<file path="src/rtl/uart_pkg.sv">
// Shared constants, FSM state type and character/segment helpers for the UART echo path.
package uart_pkg;

  localparam logic [1:0] MODE_RAW    = 2'd0;
  localparam logic [1:0] MODE_UPPER  = 2'd1;
  localparam logic [1:0] MODE_HEX    = 2'd2;
  localparam logic [1:0] MODE_SILENT = 2'd3;

  localparam logic [7:0] ASCII_SPACE = 8'h20;

  typedef enum logic [2:0] {
    ST_IDLE,
    ST_CHR,
    ST_HI,
    ST_LO,
    ST_SP,
    ST_GUARD
  } echo_state_e;

  // Upper-case ASCII hex digit for a nibble.
  function automatic logic [7:0] nibble_to_ascii(input logic [3:0] n);
    if (n < 4'd10) return 8'h30 + 8'(n);
    else           return 8'h37 + 8'(n);
  endfunction

  // Fold a..z onto A..Z; everything else passes through.
  function automatic logic [7:0] to_upper(input logic [7:0] b);
    if (b >= 8'h61 && b <= 8'h7A) return b - 8'h20;
    else                          return b;
  endfunction

  // Active-low 7-segment pattern, bit0 = segment a.
  function automatic logic [6:0] hex_dec(input logic [3:0] n);
    case (n)
      4'h0: return 7'b1000000;
      4'h1: return 7'b1111001;
      4'h2: return 7'b0100100;
      4'h3: return 7'b0110000;
      4'h4: return 7'b0011001;
      4'h5: return 7'b0010010;
      4'h6: return 7'b0000010;
      4'h7: return 7'b1011000;
      4'h8: return 7'b0000000;
      4'h9: return 7'b0010000;
      4'hA: return 7'b0001000;
      4'hB: return 7'b0000011;
      4'hC: return 7'b0100111;
      4'hD: return 7'b0100001;
      4'hE: return 7'b0000110;
      default: return 7'b0001110;
    endcase
  endfunction

endpackage

</file>
<file path="src/rtl/uart_echo_buf_if.sv">
// Receive/send handshake between the UART character module and the echo buffer.
interface uart_echo_buf_if;
  logic       recv_en;
  logic [7:0] recv_data;
  logic       send_ready;
  logic       send_en;
  logic [7:0] send_data;

  // Drives received bytes and transmitter readiness (UART side).
  modport master (
    output recv_en, recv_data, send_ready,
    input  send_en, send_data
  );

  // Echo buffer side.
  modport slave (
    input  recv_en, recv_data, send_ready,
    output send_en, send_data
  );
endinterface

</file>
<file path="src/rtl/uart_fifo.sv">
// Synchronous first-word-fall-through FIFO with occupancy count.
module uart_fifo #(
  parameter  int unsigned WIDTH = 8,
  parameter  int unsigned DEPTH = 16,
  localparam int unsigned AW    = $clog2(DEPTH),
  localparam int unsigned LW    = AW + 1
) (
  input  logic             clock,
  input  logic             reset,
  input  logic             push,
  input  logic             pop,
  input  logic [WIDTH-1:0] wdata,
  output logic [WIDTH-1:0] rdata,
  output logic             full,
  output logic             empty,
  output logic [LW-1:0]    level
);

  logic [WIDTH-1:0] mem_q [DEPTH];
  logic [AW-1:0]    wptr_q;
  logic [AW-1:0]    rptr_q;
  logic             do_push;
  logic             do_pop;

  assign full    = (level == LW'(DEPTH));
  assign empty   = (level == '0);
  assign do_push = push && !full;
  assign do_pop  = pop && !empty;
  assign rdata   = mem_q[rptr_q];

  // Storage array; contents need no reset since level gates every read.
  always_ff @(posedge clock) begin
    if (do_push) mem_q[wptr_q] <= wdata;
  end

  // Pointers and level; simultaneous push and pop leave level unchanged.
  always_ff @(posedge clock) begin
    if (reset) begin
      wptr_q <= '0;
      rptr_q <= '0;
      level  <= '0;
    end else begin
      if (do_push) wptr_q <= wptr_q + AW'(1);
      if (do_pop)  rptr_q <= rptr_q + AW'(1);
      level <= level + LW'(do_push) - LW'(do_pop);
    end
  end

endmodule

</file>
<file path="src/rtl/uart_echo_buf.sv">
// Buffers received bytes, echoes them under a selectable mode and shows recent bytes on 7-segment digits.
module uart_echo_buf
  import uart_pkg::*;
#(
  parameter  int unsigned DEPTH      = 16,
  parameter  int unsigned NUM_DIGITS = 4,
  localparam int unsigned LW         = $clog2(DEPTH) + 1
) (
  input  logic                    clock,
  input  logic                    reset,
  uart_echo_buf_if.slave          bus,
  input  logic [1:0]              mode,
  output logic [LW-1:0]           fifo_level,
  output logic                    overflow,
  output logic [7*NUM_DIGITS-1:0] hex_led
);

  localparam int unsigned HW = 4 * NUM_DIGITS;

  echo_state_e state_q, state_d;
  echo_state_e ret_q, ret_d;
  logic [7:0]  byte_q, byte_d;
  logic [HW-1:0] hist_q;
  logic        push_c, pop_c, full_c, empty_c;
  logic [7:0]  rdata_c;
  logic        tx_en;
  logic [7:0]  tx_data;

  // Full is judged on the start-of-cycle level, so a same-cycle pop never makes room.
  assign push_c = bus.recv_en && !full_c;

  uart_fifo #(.WIDTH(8), .DEPTH(DEPTH)) u_fifo (
    .clock (clock),
    .reset (reset),
    .push  (push_c),
    .pop   (pop_c),
    .wdata (bus.recv_data),
    .rdata (rdata_c),
    .full  (full_c),
    .empty (empty_c),
    .level (fifo_level)
  );

  assign bus.send_en   = tx_en;
  assign bus.send_data = tx_data;

  // Sticky drop flag.
  always_ff @(posedge clock) begin
    if (reset)                      overflow <= 1'b0;
    else if (bus.recv_en && full_c) overflow <= 1'b1;
  end

  // History of the most recent bytes, including dropped ones.
  always_ff @(posedge clock) begin
    if (reset)            hist_q <= '0;
    else if (bus.recv_en) hist_q <= (hist_q << 8) | HW'(bus.recv_data);
  end

  // Registered segment decode of the history, one cycle behind it.
  always_ff @(posedge clock) begin
    if (reset) begin
      hex_led <= {NUM_DIGITS{7'b1000000}};
    end else begin
      for (int unsigned k = 0; k < NUM_DIGITS; k++) begin
        hex_led[7*k +: 7] <= hex_dec(hist_q[4*k +: 4]);
      end
    end
  end

  // Echo FSM state register.
  always_ff @(posedge clock) begin
    if (reset) begin
      state_q <= ST_IDLE;
      ret_q   <= ST_IDLE;
      byte_q  <= 8'h00;
    end else begin
      state_q <= state_d;
      ret_q   <= ret_d;
      byte_q  <= byte_d;
    end
  end

  // Echo FSM next state; send strobe follows send_ready combinationally so it never fires unready.
  always_comb begin
    state_d = state_q;
    ret_d   = ret_q;
    byte_d  = byte_q;
    pop_c   = 1'b0;
    tx_en   = 1'b0;
    tx_data = 8'h00;
    unique case (state_q)
      ST_IDLE: begin
        if (!empty_c) begin
          pop_c  = 1'b1;
          byte_d = rdata_c;
          case (mode)
            MODE_RAW:   state_d = ST_CHR;
            MODE_UPPER: begin
              byte_d  = to_upper(rdata_c);
              state_d = ST_CHR;
            end
            MODE_HEX:    state_d = ST_HI;
            MODE_SILENT: state_d = ST_IDLE;
            default:     state_d = ST_IDLE;
          endcase
        end
      end
      ST_CHR: begin
        if (bus.send_ready) begin
          tx_en   = 1'b1;
          tx_data = byte_q;
          ret_d   = ST_IDLE;
          state_d = ST_GUARD;
        end
      end
      ST_HI: begin
        if (bus.send_ready) begin
          tx_en   = 1'b1;
          tx_data = nibble_to_ascii(byte_q[7:4]);
          ret_d   = ST_LO;
          state_d = ST_GUARD;
        end
      end
      ST_LO: begin
        if (bus.send_ready) begin
          tx_en   = 1'b1;
          tx_data = nibble_to_ascii(byte_q[3:0]);
          ret_d   = ST_SP;
          state_d = ST_GUARD;
        end
      end
      ST_SP: begin
        if (bus.send_ready) begin
          tx_en   = 1'b1;
          tx_data = ASCII_SPACE;
          ret_d   = ST_IDLE;
          state_d = ST_GUARD;
        end
      end
      ST_GUARD: state_d = ret_q;
      default:  state_d = ST_IDLE;
    endcase
  end

endmodule

</file>
<file path="src/flat_wrapper.sv">
// flat-port wrapper written by rule: the top's interface ports become plain ports
module uart_echo_buf_flat import uart_pkg::*;
#(
  parameter  int unsigned DEPTH      = 16,
  parameter  int unsigned NUM_DIGITS = 4,
  localparam int unsigned LW         = $clog2(DEPTH) + 1
)
  (clock, reset, mode, fifo_level, overflow, hex_led, bus_recv_en, bus_recv_data, bus_send_ready, bus_send_en, bus_send_data);
  uart_echo_buf_if bus_i ();
  input  logic clock;
  input  logic reset;
  input  logic [1:0] mode;
  output logic [LW-1:0] fifo_level;
  output logic overflow;
  output logic [7*NUM_DIGITS-1:0] hex_led;
  input wire logic [$bits(bus_i.recv_en)-1:0] bus_recv_en;
  input wire logic [$bits(bus_i.recv_data)-1:0] bus_recv_data;
  input wire logic [$bits(bus_i.send_ready)-1:0] bus_send_ready;
  output wire logic [$bits(bus_i.send_en)-1:0] bus_send_en;
  output wire logic [$bits(bus_i.send_data)-1:0] bus_send_data;
  assign bus_i.recv_en = bus_recv_en;
  assign bus_i.recv_data = bus_recv_data;
  assign bus_i.send_ready = bus_send_ready;
  assign bus_send_en = bus_i.send_en;
  assign bus_send_data = bus_i.send_data;
  uart_echo_buf #(.DEPTH(DEPTH), .NUM_DIGITS(NUM_DIGITS)) u_core (.clock(clock), .reset(reset), .bus(bus_i), .mode(mode), .fifo_level(fifo_level), .overflow(overflow), .hex_led(hex_led));
endmodule
</file>
<file path="config.mk">
export PLATFORM = sky130hd
export DESIGN_NAME = uart_echo_buf_flat
export DESIGN_NICKNAME = d
export VERILOG_FILES = /design/src/rtl/uart_pkg.sv /design/src/rtl/uart_echo_buf_if.sv /design/src/rtl/uart_fifo.sv /design/src/rtl/uart_echo_buf.sv /design/src/flat_wrapper.sv
export SDC_FILE = /design/constraint.sdc
export NUM_CORES = 1
export LEC_CHECK = 0
export CAP_MARGIN = 20
export CELL_PAD_IN_SITES_DETAIL_PLACEMENT = 1
export CELL_PAD_IN_SITES_GLOBAL_PLACEMENT = 1
export CORE_MARGIN = 5
export CORE_UTILIZATION = 44
export DETAILED_ROUTE_END_ITERATION = 8
export PLACE_DENSITY_LB_ADDON = 0.3
export SETUP_SLACK_MARGIN = 0.2
export SYNTH_ARGS = -nofsm -noshare
export SYNTH_HDL_FRONTEND = slang
export SYNTH_HIERARCHICAL = 1
export SYNTH_SLANG_ARGS = --single-unit
</file>
<file path="constraint.sdc">
create_clock -name clock -period 3.05 [get_ports clock]
set_input_delay 0.4575 -clock clock [delete_from_list [all_inputs] [get_ports clock]]
set_output_delay 0.4575 -clock clock [all_outputs]
set_load 0.005 [all_outputs]
</file>
==> metrics.txt <==
fin crit share between 90 and 100%; die height roughly 150 µm; diode count 0; worst-path cell chain inv_2, ha_4, or4b_4, inv_2, or4_4, clkinv_8, nand2_4, inv_4, ha_4, inv_2, ha_4, fa_2, a21oi_2, nor2_1, or3_1, a21oi_1; routability cong. approximately 0.80; synthesized area per cell 13.0 µm²; critical path class reg -> reg; RSZ-0062 raised after global routing true; antenna-violating nets left 0; initial DRC count ~340; crit end category register; R2R depth 16; CTS sink count just over 200; Lkg Pwr between 3 and 4 nW; Area contributors post-synth edfxtp_1 43%, dfxtp_1 17%, mux4_2 4.8%, ha_1 4.8%, mux4_1 4.1%; Final Skew 0.00827 ns; slew margin rel. roughly 52%; Layout area overhead 20.4%; Initial Util 44.4%; Crit. Startpoint u_core/u_fifo/level[3]$_SDFF_PP0_; Synth area leader edfxtp_1; Synth Flop Type edfxtp_1; share of power burned in combinational logic between 20% and 30%; Final #Nets slightly above 800; Startpoint Class register; Core Area between 20000 and 25000 µm²; met3 wire len ~980 µm; Seq/Total Area, Yosys between 50% and 60%; later-pin clock latency in the skew report about 0.50 ns; top post-synthesis cells by count 128 x edfxtp_1, 75 x dfxtp_1, 73 x nor2_1; Worst path slowest cell or4b_4; worst min-delay path category in -> reg; clock power share ~30%; Final Instance Count excl. Fillers ~1100; share of layout cells above drive strength 1 16.1%; #FFs+latches synth between 200 and 250; r2r startpoint u_core/u_fifo/level[3]$_SDFF_PP0_; P_sw roughly 0.0025 W; CTS Buf Count 22; die area 23300 µm²; adder-cell share of the synthesized area 4.99%; first-pass GRT wire length between 30 and 40 mm; htree depth 1; hold path startpoint reset; XOR/XNOR share of the synthesized area under 10%; # IOs 57; number of synthesized flops with an enable pin 128; crit path DAT 3.34 ns; Placed Cells around 1000; switching portion of total power a little under a third; Mapped Cells 686; slew at the pin closest to its max-slew limit 0.713 ns; drt via density 5.48; Tot GR Track Use 18.0%; status finished clean; via count ~5800; VDD IR max 536 µV; hold path cells 2; Max Freq between 300 and 400 MHz; Row Count 52; MaxCap Viol Count 0; FF-to-FF setup slack between 0.1 and 0.15 ns; IO buf count 56; most common cell in the synthesized netlist edfxtp_1; HPWL after DPL 14.9 mm; Post-Syn Area slightly below 9000 µm²; mux contribution to synthesized area 11.5%; # DRC 0; Req. time, crit path about 3.5 ns; Root Buffer clkbuf_16; highest layer used for signal routing met4; DR WL/cell a little over 20 µm; initial antenna violation count 0; Setup TNS 0 ns; Compound-Gate Fraction of Synth Area under 10%; Slew Limit Fails 0; Max clock buf depth 3; post-route met1 wirelength ~9 mm; syn_nets roughly 740; final core utilization between 50 and 60%; CP max FO 2; ys async rst share 0%; min Tclk post-route 2.92 ns; die width ~150 µm; Synth Area in Simple Gates roughly 10%; grt total ovfl 0; reg-to-reg critical path endpoint u_core/u_fifo/level[4]$_SDFF_PP0_; Cell Int Power 0.00583 W; Synth warnings 6; CTS tree built; Hold-fix buffers, CTS 0; count of different cell masters after synthesis 57; Fin. Hold Viols 0; Min-Delay Endpoint u_core/u_fifo/wptr_q[0]$_SDFFE_PP0P_; # setup viols final 0; TritonRoute pass-1 iters 5; share of power burned in registers 40.4%; PwrDens about 800 nW/µm²; CTS clk-pin slew, worst paths 0.06 ns; pin count of the biggest net entering global routing 33; # fillers just over 2000; Met2 Wirelength about 11 mm; drt total wl between 20 and 25 mm; main combinational cell family by area after synthesis multiplexers; CP peak stage delay approximately 0.47 ns; number of global-route vias before repair 6275; area share of the largest cell type after synthesis between 40% and 50%
## repair_timing
item                       4_1_cts  5_1_grt
gates resized for setup         10       13
setup buffers                   12        1
setup endpoints to repair        8        9
hold endpoints to repair         0        0
pin swaps                        8        7
## state kept, by name, summed over array words and instances, names as in the netlist, named ones only
register,cells
u_core/u_fifo/mem_q,128
u_core/hex_led,28
u_core/u_fifo/level,5
u_core/u_fifo/rptr_q,4
u_core/state_q,3
u_core/byte_q,8
u_core/overflow,1
u_core/u_fifo/wptr_q,4
u_core/hist_q,16
u_core/ret_q,2
## cell usage in the layout, fill, tap and decap left out, drive strengths merged, types with 26 or more instances in the layout
cell type and instances:
a21oi 35, buf 39, clkdlybuf4s50 54, edfxtp 128, nor2 74, inv 37
dfxtp 75, mux4 33, nand2 37, ha 34, clkbuf 26
## worst max path at each step
stage | to | cells past startpoint
2_1_floorplan | u_core/u_fifo/level[4]$_SDFF_PP0_ | 17
3_3_place_gp | u_core/u_fifo/level[4]$_SDFF_PP0_ | 16
3_5_place_dp | u_core/u_fifo/level[4]$_SDFF_PP0_ | 16
4_1_cts | u_core/u_fifo/level[4]$_SDFF_PP0_ | 16
5_1_grt | u_core/u_fifo/level[4]$_SDFF_PP0_ | 16
6_report | u_core/u_fifo/level[4]$_SDFF_PP0_ | 16
## layout make-up
cell class / instances / area (µm²) / area share [%]
clock buffer: 26 / 587 / 5.46
clock inverter: 14 / 104 / 0.966
inverter: 38 / 158 / 1.47
multi-input combinational: 406 / 3320 / 30.9
sequential: 203 / 5360 / 49.8
tap: 270 / 338 / 3.14
timing repair buffer: 94 / 888 / 8.26
## routing by layer
layer,up-vias,global-route usage (%)
met2,128,31.9
met3,27,3.55
met1,2920,23.0
met4,0,3.99
li1,2685,-
met5,-,0
## metrics by stage
step	hold WS [ns]	instance area (µm²)	total power [W]	setup WS, ns
after global routing	0.504	10800	0.00884	0.0215
after global placement	0.464	9880	0.00551	0.137
after floorplan	0.454	8970	0.00491	0.0492
after CTS	0.473	10700	0.00838	0.111
after detailed placement	0.484	9880	0.00567	-0.00365
final	0.478	10800	0.00838	0.129
## critical path: cells and delay by family, from the launching register on
family | cells | cell delay, ns
flops | 1 | 0.32
simple gates | 5 | 1.09
compound gates | 2 | 0.26
fa+ha+maj | 4 | 0.90
buf+inv | 5 | 0.27
## power groups by stage
| stage | Clock (W) | Combinational (W) | Sequential [W] |
|---|---|---|---|
| 2_1_floorplan | 0 | 0.00160 | 0.00331 |
| 3_3_place_gp | 0 | 0.00211 | 0.00340 |
| 3_5_place_dp | 0 | 0.00224 | 0.00343 |
| 4_1_cts | 0.00256 | 0.00245 | 0.00337 |
| 5_1_grt | 0.00269 | 0.00273 | 0.00341 |
| 6_report | 0.00250 | 0.00249 | 0.00339 |
## cells by family (layout without fill, tap and decap cells)
logic type,count (synthesis),after routing
flops,203,203
simple gates,190,190
compound gates,114,114
buf+inv,77,172
mux,56,56
fa+ha+maj,35,35
xor+xnor,11,11
No activity file was read; power rests on OpenSTA's default activity.
